===== config.mk =====
export PLATFORM = sky130hd
export DESIGN_NAME = score_update_arbiter
export DESIGN_NICKNAME = d
export VERILOG_FILES = /design/src/rtl/score_update_arbiter.sv
export SDC_FILE = /design/constraint.sdc
export NUM_CORES = 1
export LEC_CHECK = 0
export ABC_AREA = 1
export CAP_MARGIN = 20
export CORE_MARGIN = 2
export CORE_UTILIZATION = 40
export DETAILED_ROUTE_END_ITERATION = 16
export MAX_ROUTING_LAYER = met4
export PLACE_DENSITY = 0.57
export SYNTH_ARGS = -nofsm -noshare
export SYNTH_HDL_FRONTEND = slang
export SYNTH_SLANG_ARGS = --single-unit

===== constraint.sdc =====
create_clock -name clk -period 6.5 [get_ports clk]
set_input_delay 1.3 -clock clk [delete_from_list [all_inputs] [get_ports clk]]
set_output_delay 1.3 -clock clk [all_outputs]
set_load 0.005 [all_outputs]

===== src/rtl/score_update_arbiter.sv =====
// Round-robin arbiter for lane hit judgements; scores one event per three cycles and
// tracks combo, multiplier and a saturating 32-bit total.
module score_update_arbiter #(
  parameter int unsigned NUM_LANES   = 4,
  parameter int unsigned PERFECT_PTS = 100,
  parameter int unsigned GOOD_PTS    = 50,
  parameter int unsigned COMBO_STEP  = 10,
  parameter int unsigned MAX_MULT    = 4
) (
  input  logic                   clk,
  input  logic                   reset,
  input  logic                   clear,
  input  logic [NUM_LANES-1:0]   lane_req,
  input  logic [2*NUM_LANES-1:0] lane_judge,
  output logic [NUM_LANES-1:0]   lane_ack,
  output logic [31:0]            score_total,
  output logic [15:0]            combo,
  output logic [2:0]             multiplier,
  output logic                   busy
);

  localparam int unsigned PW = (NUM_LANES > 1) ? $clog2(NUM_LANES) : 1;

  localparam logic [1:0] IDLE   = 2'd0;
  localparam logic [1:0] CALC   = 2'd1;
  localparam logic [1:0] COMMIT = 2'd2;

  logic [1:0]    state_q;
  logic [PW-1:0] ptr_q;
  logic [1:0]    judge_q;
  logic [31:0]   pts_q;
  logic [31:0]   score_q;
  logic [15:0]   combo_q;
  logic [2:0]    mult_q;

  logic [PW-1:0] grant_idx;
  logic [PW-1:0] cand;
  logic [PW-1:0] ptr_next;
  logic          grant_found;
  logic          grant;
  logic [31:0]   base_pts;
  logic [31:0]   pts_calc;
  logic          hit;
  logic [32:0]   sum;
  logic [31:0]   score_next;
  logic [15:0]   combo_next;
  logic [15:0]   quot;
  logic [2:0]    mult_next;

  // First requester at or after the pointer, wrapping around.
  always_comb begin
    grant_found = 1'b0;
    grant_idx   = '0;
    cand        = '0;
    for (int i = 0; i < int'(NUM_LANES); i++) begin
      cand = PW'((int'(ptr_q) + i) % int'(NUM_LANES));
      if (!grant_found && lane_req[cand]) begin
        grant_found = 1'b1;
        grant_idx   = cand;
      end
    end
  end

  assign grant    = (state_q == IDLE) && !clear && !reset && grant_found;
  assign lane_ack = grant ? (NUM_LANES'(1) << grant_idx) : '0;
  assign ptr_next = (grant_idx == PW'(NUM_LANES - 1)) ? '0 : grant_idx + PW'(1);

  always_comb begin
    case (judge_q)
      2'b01:   base_pts = 32'(GOOD_PTS);
      2'b10:   base_pts = 32'(PERFECT_PTS);
      default: base_pts = 32'd0;
    endcase
    pts_calc = base_pts * {29'd0, mult_q};
  end

  always_comb begin
    hit        = (judge_q == 2'b01) || (judge_q == 2'b10);
    sum        = {1'b0, score_q} + {1'b0, pts_q};
    score_next = sum[32] ? 32'hFFFF_FFFF : sum[31:0];
    if (!hit) begin
      combo_next = 16'd0;
    end else if (combo_q == 16'hFFFF) begin
      combo_next = 16'hFFFF;
    end else begin
      combo_next = combo_q + 16'd1;
    end
    quot      = combo_next / 16'(COMBO_STEP);
    mult_next = (quot >= 16'(MAX_MULT - 1)) ? 3'(MAX_MULT) : 3'(quot + 16'd1);
  end

  always_ff @(posedge clk or posedge reset) begin
    if (reset) begin
      state_q <= IDLE;
      ptr_q   <= '0;
      judge_q <= 2'b00;
      pts_q   <= 32'd0;
      score_q <= 32'd0;
      combo_q <= 16'd0;
      mult_q  <= 3'd1;
    end else if (clear) begin
      state_q <= IDLE;
      ptr_q   <= '0;
      score_q <= 32'd0;
      combo_q <= 16'd0;
      mult_q  <= 3'd1;
    end else begin
      case (state_q)
        IDLE: begin
          if (grant) begin
            judge_q <= lane_judge[{grant_idx, 1'b0} +: 2];
            ptr_q   <= ptr_next;
            state_q <= CALC;
          end
        end
        CALC: begin
          pts_q   <= pts_calc;
          state_q <= COMMIT;
        end
        COMMIT: begin
          score_q <= score_next;
          combo_q <= combo_next;
          mult_q  <= mult_next;
          state_q <= IDLE;
        end
        default: state_q <= IDLE;
      endcase
    end
  end

  assign score_total = score_q;
  assign combo       = combo_q;
  assign multiplier  = mult_q;
  assign busy        = (state_q != IDLE);

endmodule

; Word level (Yosys, flattened, before mapping)
; Index checks and enable logic that the tools add are counted.
; W data, S select, Z words.
[op_classes]
addsub = 7
multipliers = 1
div = 1
order_cmp = 5
eq_ne = 7
n_shift = 2
mux = 35
bitwise = 1
n_reduce_logical = 20
[ops]
columns = op, n
row1 = $mux W32, 3
row2 = $mux W16, 4
row3 = $add A32 B32 Y33, 1
row4 = $mul A32 B3 Y32, 1
row5 = $mux W2, 10
row6 = $add A16 B1 Y16 const B, 1
row7 = $div A16 B4 Y16 const B, 1
row8 = $eq A16 B16 Y1 const B, 1
row9 = $ge A16 B2 Y1 const B, 1
row10 = $pmux W7 S2, 1
row11 = $lt A2 B3 Y1 const B, 4
row12 = $mux W3, 3
row13 = $bmux W1 S2, 4
row14 = $mux W1, 8
row15 = $reduce_bool A2 Y1, 4
row16 = $shiftx A8 B4 Y2, 1
row17 = $eq A2 B2 Y1 const B, 3
row18 = $logic_and A1 B1 Y1, 6
row19 = $logic_not A1 Y1, 5
row20 = $add A2 B1 Y2 const B, 2
row21 = $add A2 B2 Y2 const B, 2
row22 = $eq A2 B1 Y1 const B, 2
row23 = $mux W4, 1
row24 = $pmux W2 S2, 1
row25 = other kinds (8), 9
[word_totals]
reg_bits = 89
in_bits = 15
out_inout_bits = 56
elab_cells = 86

; Logic depth before layout (Yosys ltp)
; Gate-level depths: netlist (run 1).
[depth]
word_depth = 17
ltp_mapped = 68
mapped_depth_nobuf = 68

; Least setup slack after synthesis (run 1)
; No wires, ideal clock.
[synth_path]
path_type = reg2reg
start = register combo_q[1] (netlist: combo[1])
end = register mult_q[0] (netlist: multiplier[0])
setup_time_ps = 61
t_arrival_ps = 5490
path_slack_ps = 949
path_stages_with_launch = 61
n_path_buf = 0
period_less_slack_ps = 5551
path_cell_list = dfrtp_1 ha_1 nand3_1 nor2_4 nand3_4 nand3_2 nand2_2 o21ai_2 nand2_2 nand2_2 nand2_2 nand3_1 nand2_1 nand2_2 nand2_4 nand3_2 nand3_2 nand2_2 [... 25 more ...] nand2_4 nand2_4 nand2_1 nand3_1 nand2_2 nand2_4 o21ai_1 inv_1 nand3_1 nand2_1 nand2_1 nand2_1 ha_1 nor3_2 nand4_1 nor2_1 nand3_1 nand2_1
[synth_between]
elab_chain_len = 8
elab_cells_between_ends = 10
classes_between = 2 x add/sub / 1 x div / 1 x order compare / 1 x eq/ne / 5 x mux
[synth_rtl]
columns = item, line
row1 = start: declaration, 33  ; logic [15:0] combo_q;
row2 = start signal: assignment, 122  ; combo_q <= combo_next;
row3 = $add A16 B1 Y16 / $eq A16 B16 Y1 (equally long branches), "86, 83"
row4 = $mux W16 *, 83  ; end else if (combo_q == 16'hFFFF) begin
row5 = $mux W16 *, 81  ; if (!hit) begin
row6 = $div A16 B4 Y16 *, 88  ; quot = combo_next / 16'(COMBO_STEP);
row7 = $ge A16 B2 Y1 / $add A3 B1 Y3 (equally long branches), 89  ; mult_next = (quot >= 16'(MAX_MULT - 1)) ? 3'(MAX_MULT) : 3'(quot + 16'd1);
row8 = $mux W3 *, 89
row9 = $mux W3 *, 108  ; case (state_q)
row10 = $mux W3 *, 101  ; end else if (clear) begin
row11 = end signal: assignment, 123  ; mult_q <= mult_next;
row12 = end: declaration, 34  ; logic [2:0] mult_q;
; Every way passes the cells marked *; elsewhere a longest branch is shown, timed or not. The select of a mux whose other input is x is not followed.
; A chain may end at the register's enable or synchronous reset.

; Worst setup path after layout (run 1)
[layout_path]
start = register combo_q[0] (netlist: combo[0])
end = register mult_q[0] (netlist: multiplier[0])
; The elaborated chain is that of the path after synthesis.

==> results of run 1 <==
[worst max path at each step]
stage / from / to / slack, ns / cells after the start
6_report: combo[0] / multiplier[0] / 0.25 / 61
2_1_floorplan: combo[1] / multiplier[0] / 0.95 / 60
5_1_grt: combo[0] / multiplier[0] / -0.33 / 61
3_5_place_dp: combo[1] / multiplier[0] / 0.13 / 60
3_3_place_gp: combo[1] / multiplier[0] / 0.45 / 60
4_1_cts: combo[1] / multiplier[0] / 0.12 / 60
[report_power, final]
group	leakage, nW	switching (W)	internal (W)
combinational	2.62	0.000340	0.000204
sequential	0.899	0.0000317	0.000447
clock	0.153	0.000185	0.000328
total	3.67	0.000557	0.000979
[critical path: cells and delay by family (launching register included)]
kind                       cells  cell delay (ns)
and+or+nand+nor               53             4.89
DFF                            1             0.42
buffers and inverters          5             0.40
AOI/OAI and AO/OA              2             0.25
adders and majority gates      1             0.19
[flip-flops by register name (all words and copies together), names as in the netlist]
register     cells
score_total     32
pts_q            9
ptr_q            2
combo           16
state_q          2
multiplier       3
judge_q          2
[cell usage after synthesis (9+ instances only)]
library cell,n
nand3_1,73
clkbuf_1,9
nand2_1,201
a21oi_1,29
nand2_2,25
ha_1,28
dfrtp_1,65
o22ai_1,19
nand3_2,9
inv_1,109
inv_2,10
o21ai_0,54
nand2_4,12
xor2_1,18
nor3_1,10
nor2_1,54
[through the flow]
stage	setup TNS [ns]	total power (W)	hold slack, ns	cell area, um2
detailed placement	0	0.001008	0.4779	6445
global route	-0.8436	0.001651	0.5193	7366
CTS	0	0.001531	0.4915	6754
global placement	0	0.0009944	0.4662	6445
floorplan	0	0.0008462	0.4528	5520
finish	0	0.001536	0.4791	7366
[cell type report]
class,instances,area [um2]
clock buffer,14,274.0
sequential,66,1658
clock inverter,2,35.03
fill,1275,5982
multi-input combinational,603,3749
tap,176,220.2
timing repair buffer,105,967.2
inverter,121,462.9
[logic make-up after synthesis]
family / Yosys count
compound gates: 138
flops: 66
mux: 1
buf+inv: 132
fa+ha+maj: 31
xor+xnor: 21
simple gates: 412
[metal layers]
| metal | up-vias | global-route usage |
|---|---|---|
| met1 | 2675 | 0.2795 |
| met4 | 0 | 0.08980 |
| li1 | 2858 | - |
| met5 | - | - |
| met2 | 158 | 0.3399 |
| met3 | 21 | 0.03148 |
[what timing repair did]
item | in CTS | in global routing
gates resized for setup | 0 | 96
setup buffers | 0 | 29
setup endpoints to repair | 0 | 3
==> summary.txt, run 1 <==
Yosys
  • Post-synthesis mux area share: 0.001813
  • Top post-synthesis cells by area: dfrtp_1 29%, nand2_1 14%, inv_1 7.4%
  • Ys flop type: dfrtp_1
  • Mean Syn Cell Area: roughly 7 um2
  • Post-Synth Simple-Gate Area: 0.3552
  • Share of the synthesized area in the top cell type: 0.2947
  • Adder-cell share of the synthesized area: 0.07434
  • Compound-Gate Fraction of Synth Area: 0.1462
  • Flops & latches, synth: 66
  • Unique masters post-synth: 47
  • Mapped Area: 0.005520 mm2
  • Largest family of logic cells by synthesized area: simple AND/OR/NAND/NOR gates
  • XOR/XNOR Fraction of Synth Area: 0.03332
  • Cell count after synthesis: between 800 and 900
  • Syn nets: between 800 and 900
  • Area leader, netlist: dfrtp_1
  • Number of flops mapped to enable cells by yosys: 0
  • Synth warn: 0
  • Sequential fraction of the synthesis area: 0.2994
  • Async set-reset flop share out of synthesis: 1.000

Floorplan
  • Full die area: roughly 0.015 mm2
  • Row count: 42
  • Initial Utilization: 0.4136
  • Number of I/O pins: 71
  • Die width: 121.5 um
  • Die height: around 120 um
  • Area of the core: 0.01335 mm2

Clocking
  • Root Driver: clkbuf_16
  • CTS tree: built
  • CTS Sinks: 66
  • Hold buffers post-CTS: 0
  • Clock Path Buffers: 2
  • CTS Buf Count: 9
  • CTS H-tree depth: 3
  • Clk pin slew, worst setup/hold paths: 0.06 ns
  • Skew-Pair Late Insertion Delay: about 0.34 ns

Timing
  • Slew @ Worst Pin: 0.9893 ns
  • Period minus WS final: between 6 and 7 ns
  • Setup WS post-layout: about 0.25 ns
  • Unrepaired setup endpoints after global routing: true
  • Final setup violating endpoints: 0
  • Slew HR: 0.3364
  • Slew Viols, Final: 0
  • Tcrit/Tclk final: 0.9623
  • Worst clock skew: approximately 0.0039 ns
  • Max frequency: ~0.16 GHz
  • Final hold vios: 0

GRT
  • Total congestion overflow: 0
  • Largest net degree at the start of global routing: 44
  • Initial antenna violation count: 0
  • Global-route wire length before repair: roughly 25,000 um
  • GRT Total Usage: 0.2160
  • Vias in the first global route: roughly 5,300

Final layout
  • Fin cells: 1,087
  • # nets final: around 950
  • Fin util: 0.5518
  • Commonest non-fill, non-tap cell in the layout: nand2_1
  • Number of diodes: 0
  • Share of layout cells above drive strength 1: 0.1943
  • Layout area overhead: 33.43%
  • Leading cell types in the layout, fill and taps excluded: 176 x nand2_1, 103 x inv_1, 70 x clkdlybuf4s50_1, 61 x dfrtp_1, 59 x nand3_1

Route
  • Number of DRC markers in iteration 0: 343
  • Routed len/inst: about 14 um
  • Drc violations: 0
  • Antenna viol nets, final: 0
  • Met3 WL post-DR: about 640 um
  • Vias per cell: between 5 and 6
  • Max layer used: met4
  • Met1 WL: between 7000 and 8000 um
  • Pre-antenna DRT Iters: 5
  • Met2 WL: ~7500 um
  • Vias: around 5,700
  • DRT Wirelength: between 15,000 and 20,000 um

Worst setup path
  • Reg-to-reg endpoint: multiplier[0]
  • Crit Path Category: flop to flop
  • Worst r2r path cells: 61
  • WP data required: 6.79 ns
  • CP max stage cell: dfrtp_1
  • Reg-to-Reg Start: combo[0]
  • CP max stage delay: around 0.42 ns
  • Crit start category: flop
  • R2R Setup Slk: 0.25 ns
  • Data arrival, critical path: roughly 6.5 ns
  • Most common cell on crit path: nand2_4
  • Setup crit end kind: flop
  • CP Max Fanout: 5

Placement
  • Buffers on Ports: 70
  • Dpl hpwl: 11,260 um
  • Placed Cells: roughly 1,000
  • Place WS: ~0.13 ns
  • GPL Wtd Cong: roughly 0.9

Job
  • # Max-Cap Violations: 0

Worst hold path
  • Hold Path Sink: score_total[0]
  • HP Start: score_total[0]
  • Hold crit path type: flop to flop
  • Worst hold stages: 2

Pwr
  • Pleak: around 3.7 nW
  • Power per cell area: 208.5 mW/mm2
  • Maximum VDD drop: 0.2023 mV

Status
  • Outcome: finished clean
(Power assumes the default switching activity.)
==> run 2: changes to the inputs <==
--- a/config.mk
+++ b/config.mk
@@ -9,9 +9,11 @@
 export CAP_MARGIN = 20
 export CORE_MARGIN = 2
 export CORE_UTILIZATION = 40
+export CTS_CLUSTER_DIAMETER = 200
 export DETAILED_ROUTE_END_ITERATION = 16
 export MAX_ROUTING_LAYER = met4
 export PLACE_DENSITY = 0.57
+export SLEW_MARGIN = 5
 export SYNTH_ARGS = -nofsm -noshare
 export SYNTH_HDL_FRONTEND = slang
 export SYNTH_SLANG_ARGS = --single-unit
==> constraint.sdc (replaced) <==
create_clock -name clk -period 6.5 [get_ports clk]
set_input_delay 1.95 -clock clk [delete_from_list [all_inputs] [get_ports clk]]
set_output_delay 1.95 -clock clk [all_outputs]
set_load 0.005 [all_outputs]
==> run 2 against run 1 <==
  * Critical path type unchanged
  * Critical path depth fell by 1
  * Register-to-register slack got worse by 0.20 ns
  * Combinational power rose by 5.5%
  * Non-clock buffer count rose by 1
  * Highest routed layer unchanged
  * First-iteration DRC count fell by 24%
==> summary.txt, run 2 (synthesis gave the netlist of run 1 again) <==
Timing
  • Final hold vios: 0 (unchanged)
  • Slew @ Worst Pin: 1.098 ns (+0.1091 ns)
  • Worst clock skew: 0.006741 ns (+0.002866 ns)
  • Period minus WS final: 6.457 ns (+0.2024 ns)
  • Setup WS post-layout: 0.04268 ns (-0.2024 ns)
  • Slew HR: 0.2600 (-0.07636)
  • Max frequency: 0.1549 GHz (-3.1%)
  • Final setup violating endpoints: 0 (unchanged)
  • Slew Viols, Final: 0 (unchanged)
  • Tcrit/Tclk final: 0.9934 (+0.03114)
  • Hold WS: 0.4844 ns (+0.005330 ns)
  • TNS Setup: 0 ns (unchanged)
  • Unrepaired setup endpoints after global routing: true

Worst setup path
  • WP data required: 6.78 ns (about the same)
  • CP Max Fanout: 5 (unchanged)
  • Setup crit end kind: flop
  • Reg-to-Reg Start: combo[1]
  • Buf+Inv Stages, Crit Path: 4 (-1)
  • Worst r2r path cells: 60 (-1.6%)
  • R2R Setup Slk: 0.04 ns (-0.20 ns)
  • Reg-to-reg endpoint: multiplier[0]
  • Data arrival, critical path: 6.74 ns (+0.20 ns)
  • CP max stage delay: 0.41 ns (about the same)
  • Crit start category: flop
  • Critical Path End: multiplier[0]
  • Crit Path Category: flop to flop
  • Critical Path Start: combo[1]
  • Most common cell on crit path: nand2_4
  • CP max stage cell: dfrtp_1
  • CP Depth: 60 (-1.6%)
  • Top delay family on crit path: simple AND/OR/NAND/NOR gates

Floorplan
  • Initial Utilization: 0.4136 (unchanged)
  • Row count: 42 (unchanged)
  • Area of the core: 0.01335 mm2 (unchanged)
  • Full die area: 0.01476 mm2 (unchanged)
  • Die height: 121.5 um (unchanged)
  • Die width: 121.5 um (unchanged)
  • Number of I/O pins: 71 (unchanged)

Clocking
  • Clk pin slew, worst setup/hold paths: 0.06 ns (about the same)
  • CTS Sinks: 66 (unchanged)
  • Clock Path Buffers: 2 (unchanged)
  • CTS H-tree depth: 3 (unchanged)
  • Skew-Pair Late Insertion Delay: 0.33 ns (about the same)
  • Hold buffers post-CTS: 0 (unchanged)
  • CTS tree: built
  • Root Driver: clkbuf_16
  • CTS Buf Count: 9 (unchanged)

GRT
  • Total congestion overflow: 0 (unchanged)
  • Initial antenna violation count: 0 (unchanged)
  • Vias in the first global route: 5,212 (-0.76%)
  • Largest net degree at the start of global routing: 67 (+52%)
  • Global-route wire length before repair: 25,000 um (+0.86%)
  • GRT Total Usage: 0.2178 (+0.001759)

Route
  • Antenna viol nets, final: 0 (unchanged)
  • DRT Wirelength: 15,910 um (+1.5%)
  • Routed len/inst: 14.62 um (+1.4%)
  • Vias: 5,642 (-1.2%)
  • Vias per cell: 5.186 (-1.3%)
  • Number of DRC markers in iteration 0: 259 (-24%)
  • Drc violations: 0 (unchanged)
  • Pre-antenna DRT Iters: 4 (-1)

Final layout
  • Leading cell types in the layout, fill and taps excluded: 167 x nand2_1, 104 x inv_1, 69 x clkdlybuf4s50_1, 61 x dfrtp_1, 60 x nand3_1
  • Fin util: 0.5561 (+0.004218)
  • Number of flip-flops in the largest register: 32 (unchanged)
  • # nets final: 953 (+0.11%)
  • Number of diodes: 0 (unchanged)
  • Share of layout cells above drive strength 1: 0.2072 (+0.01294)
  • Fillers: 1,292 (+1.3%)
  • Layout area overhead: 34.45%
  • Commonest non-fill, non-tap cell in the layout: nand2_1

Placement
  • GPL Wtd Cong: 0.8506 (-7.3%)
  • Place WS: 0.03327 ns (-0.09919 ns)
  • Buffers on Ports: 70 (unchanged)
  • Dpl hpwl: 11,460 um (+1.8%)

Worst hold path
  • Worst hold stages: 2 (unchanged)
  • Hold crit path type: flop to flop

Pwr
  • Maximum VDD drop: 0.2808 mV (+39%)
  • Pleak: 3.739 nW (+2.0%)
  • Power per cell area: 209.6 mW/mm2 (+0.52%)

Status
  • Outcome: finished clean

Job
  • # Max-Cap Violations: 0 (unchanged)
run 2: timing repair:
item	CTS	global route
endpoints found under the hold margin	0	0
setup buffers	0	27
resized for setup	0	110
endpoints found under the setup margin	0	7
run 2: metrics by stage:
stage	instance area, um2	total power (W)	instances
floorplan	5520	0.0008462	801
global placement	6467	0.001006	1045
detailed placement	6467	0.001020	1045
CTS	6774	0.001534	1061
global route	7422	0.001670	1088
finish	7422	0.001555	1088
run 2: where the power goes:
group / leakage [nW] / switching, W / internal, W / total (W)
Clock: 0.145 / 0.000185 / 0.000317 / 0.000502
Combinational: 2.70 / 0.000349 / 0.000224 / 0.000574
Sequential: 0.899 / 0.0000326 / 0.000447 / 0.000480
run 2: layout make-up:
class	instances	area, um2	area share
multi-input cells	603	3799	0.5118
repair buffers	106	984.7	0.1327
inverters	121	454.2	0.06119
clock buffers	12	256.5	0.03456
clock inverters	4	50.05	0.006743
well taps	176	220.2	0.02967
flip-flops and latches	66	1658	0.2234
run 2: worst register-to-register path, delay by kind of cell (launching register included):
family                   cells  cell delay, ns
AO/OA/AOI/OAI                3            0.56
AND/OR/NAND/NOR             51            4.84
flip-flops                   1            0.41
adder cells (fa/ha/maj)      2            0.35
buffers and inverters        4            0.26
run 2: metal layers:
metal,vias to the layer above,part of all wire,GRT usage
li1,2861,-,-
met1,2667,0.46,0.2794
met2,97,0.50,0.3596
met3,17,0.026,0.02491
met4,0,0.013,0.07256
met5,-,0,-
run 2: worst min-delay path by stage:
stage,startpoint,to,slack [ns]
finish,pts_q[3],pts_q[3],0.48
global route,score_total[0],score_total[0],0.51
CTS,pts_q[4],pts_q[4],0.49
detailed placement,pts_q[4],pts_q[4],0.47
global placement,score_total[0],score_total[0],0.47
floorplan,pts_q[3],pts_q[3],0.45
==> run 3: changes to the inputs <==
--- a/config.mk
+++ b/config.mk
@@ -11,7 +11,6 @@
 export CORE_UTILIZATION = 40
 export CTS_CLUSTER_DIAMETER = 200
 export DETAILED_ROUTE_END_ITERATION = 16
-export MAX_ROUTING_LAYER = met4
 export PLACE_DENSITY = 0.57
 export SLEW_MARGIN = 5
 export SYNTH_ARGS = -nofsm -noshare
==> run 3 against run 2 <==
  * Sequential share of layout area is 0.24 points higher
  * Sequential cell count stayed put
  * Critical path depth is 1 higher
  * Via count is 1.4% higher
  * Clock power is 1% lower
  * Critical path type unchanged
  * Largest cell class unchanged
==> summary.txt, run 3 (synthesis gave the netlist of run 1 again) <==
Status
  • Outcome: finished clean

Worst setup path
  • Crit start category: flop
  • WP data required: 6.78 ns (about the same)
  • Most common cell on crit path: nand2_4
  • CP max stage delay: 0.41 ns (about the same)
  • Setup crit end kind: flop
  • Crit Path Category: flop to flop
  • CP Max Fanout: 5 (unchanged)
  • Data arrival, critical path: 6.62 ns (-0.12 ns)
  • CP max stage cell: dfrtp_1

Route
  • Vias: 5,719 (+1.4%)
  • Drc violations: 0 (unchanged)
  • Routed len/inst: 14.30 um (-2.2%)
  • DRT Wirelength: 15,620 um (-1.8%)
  • Antenna viol nets, final: 0 (unchanged)
  • Pre-antenna DRT Iters: 7 (+3)
  • Vias per cell: 5.237 (+0.99%)
  • Number of DRC markers in iteration 0: 370 (+43%)

Floorplan
  • Full die area: 0.01476 mm2 (unchanged)
  • Die height: 121.5 um (unchanged)
  • Area of the core: 0.01335 mm2 (unchanged)
  • Die width: 121.5 um (unchanged)
  • Initial Utilization: 0.4136 (unchanged)
  • Row count: 42 (unchanged)
  • Number of I/O pins: 71 (unchanged)

Timing
  • Slew @ Worst Pin: 1.089 ns (-0.009630 ns)
  • Max frequency: 0.1575 GHz (+1.7%)
  • TNS Setup: 0 ns (unchanged)
  • Slew HR: 0.2665 (+0.006488)
  • Period minus WS final: 6.348 ns (-0.1089 ns)
  • Tcrit/Tclk final: 0.9767 (-0.01675)
  • Unrepaired setup endpoints after global routing: true
  • Slew Viols, Final: 0 (unchanged)
  • Final setup violating endpoints: 0 (unchanged)
  • Worst clock skew: 0.005108 ns (-0.001633 ns)
  • Final hold vios: 0 (unchanged)
  • Hold WS: 0.4798 ns (-0.004626 ns)

Final layout
  • Leading cell types in the layout, fill and taps excluded: 173 x nand2_1, 105 x inv_1, 70 x clkdlybuf4s50_1, 62 x nand3_1, 60 x dfrtp_1
  • Fin util: 0.5505 (-0.005530)
  • Commonest non-fill, non-tap cell in the layout: nand2_1
  • # nets final: 957 (+0.42%)
  • Number of diodes: 0 (unchanged)
  • Share of layout cells above drive strength 1: 0.2009 (-0.006363)
  • Number of flip-flops in the largest register: 32 (unchanged)
  • Layout area overhead: 33.11%

Placement
  • Dpl hpwl: 11,290 um (-1.5%)
  • Buffers on Ports: 70 (unchanged)
  • GPL Wtd Cong: 0.8598 (+1.1%)

Pwr
  • Pleak: 3.683 nW (-1.5%)
  • Total power: 0.001541 W (-0.95%)
  • Maximum VDD drop: 0.2418 mV (-14%)
  • Power per cell area: 209.6 mW/mm2 (about the same)

GRT
  • Global-route wire length before repair: 24,050 um (-3.8%)
  • Total congestion overflow: 0 (unchanged)
  • Largest net degree at the start of global routing: 67 (unchanged)
  • Vias in the first global route: 5,236 (+0.46%)
  • GRT Total Usage: 0.2030 (-0.01479)
  • Initial antenna violation count: 0 (unchanged)

Clocking
  • CTS tree: built
  • Root Driver: clkbuf_16
  • Clock Path Buffers: 2 (unchanged)
  • CTS Sinks: 66 (unchanged)
  • CTS H-tree depth: 3 (unchanged)
  • Skew-Pair Late Insertion Delay: 0.33 ns (about the same)
  • CTS Buf Count: 9 (unchanged)
  • Hold buffers post-CTS: 0 (unchanged)
  • Clk pin slew, worst setup/hold paths: 0.05 ns (about the same)

Worst hold path
  • Hold crit path type: flop to flop

Job
  • # Max-Cap Violations: 0 (unchanged)
-- run 3: cell types whose count changed in the layout (fill, tap and decap cells not counted), sizes merged --
cell | previous run | this run
clkbuf | 12 | 14
clkdlybuf4s50 | 69 | 70
clkinvlp | 2 | 0
buf | 36 | 40
dlymetal6s2s | 1 | 0
-- run 3: worst paths after layout --
| check | startpoint | endpoint | slack [ns] | cells after the start |
|---|---|---|---|---|
| max | combo[1] | multiplier[0] | 0.15 | 61 |
| min | score_total[0] | score_total[0] | 0.48 | 2 |
| max reg2reg | combo[1] | multiplier[0] | 0.15 | 61 |
| min reg2reg | score_total[0] | score_total[0] | 0.48 | 2 |
| max in group asynchronous | reset | combo[12] | 3.50 | 3 |
| min in group asynchronous | reset | score_total[3] | 2.38 | 3 |
-- run 3: per-layer routing --
metal / GRT usage / part of all wire / wire length, um / vias to the layer above
li1: - / - / - / 2873
met3: 0.02726 / 0.038 / 593 / 23
met1: 0.2635 / 0.45 / 6967 / 2691
met5: 0 / 0 / 0 / -
met4: 0.06825 / 0.019 / 298 / 0
met2: 0.3473 / 0.50 / 7757 / 132
-- run 3: through the flow --
| stage | cell area [um2] | cells | setup WS [ns] |
|---|---|---|---|
| after floorplan | 5520 | 801 | 0.4756 |
| after global placement | 6460 | 1044 | 0.1648 |
| after detailed placement | 6460 | 1044 | -0.03028 |
| after CTS | 6787 | 1062 | 0.02669 |
| after global routing | 7348 | 1092 | -0.3038 |
| final | 7348 | 1092 | 0.1516 |
-- run 3: area by class of cell --
type | instances | area [um2]
clock buffer | 14 | 264.0
clock inverter | 2 | 35.03
fill | 1287 | 6000
inverter | 121 | 454.2
multi-input combinational | 603 | 3711
sequential | 66 | 1659
tap | 176 | 220.2
timing repair buffer | 110 | 1005
-- run 3: worst max-delay path: cells and delay by family, from the launching register on --
kind                       cells  cell delay (ns)
and+or+nand+nor               54             4.95
DFF                            1             0.41
buffers and inverters          4             0.40
AOI/OAI and AO/OA              2             0.33
adders and majority gates      1             0.20
-- run 3: power by group --
group / total, W / leakage, nW / internal, W / switching (W)
registers: 0.000479 / 0.898 / 0.000447 / 0.0000320
logic: 0.000565 / 2.64 / 0.000222 / 0.000343
clock network: 0.000496 / 0.147 / 0.000318 / 0.000179
total: 0.00154 / 3.68 / 0.000987 / 0.000554
-- run 3: timing repair --
| item | CTS | global route |
|---|---|---|
| setup buffers | 2 | 30 |
| pin swaps | 1 | 51 |
| setup endpoints to repair | 2 | 7 |
| resized for setup | 3 | 90 |
| cloned | 0 | 0 |
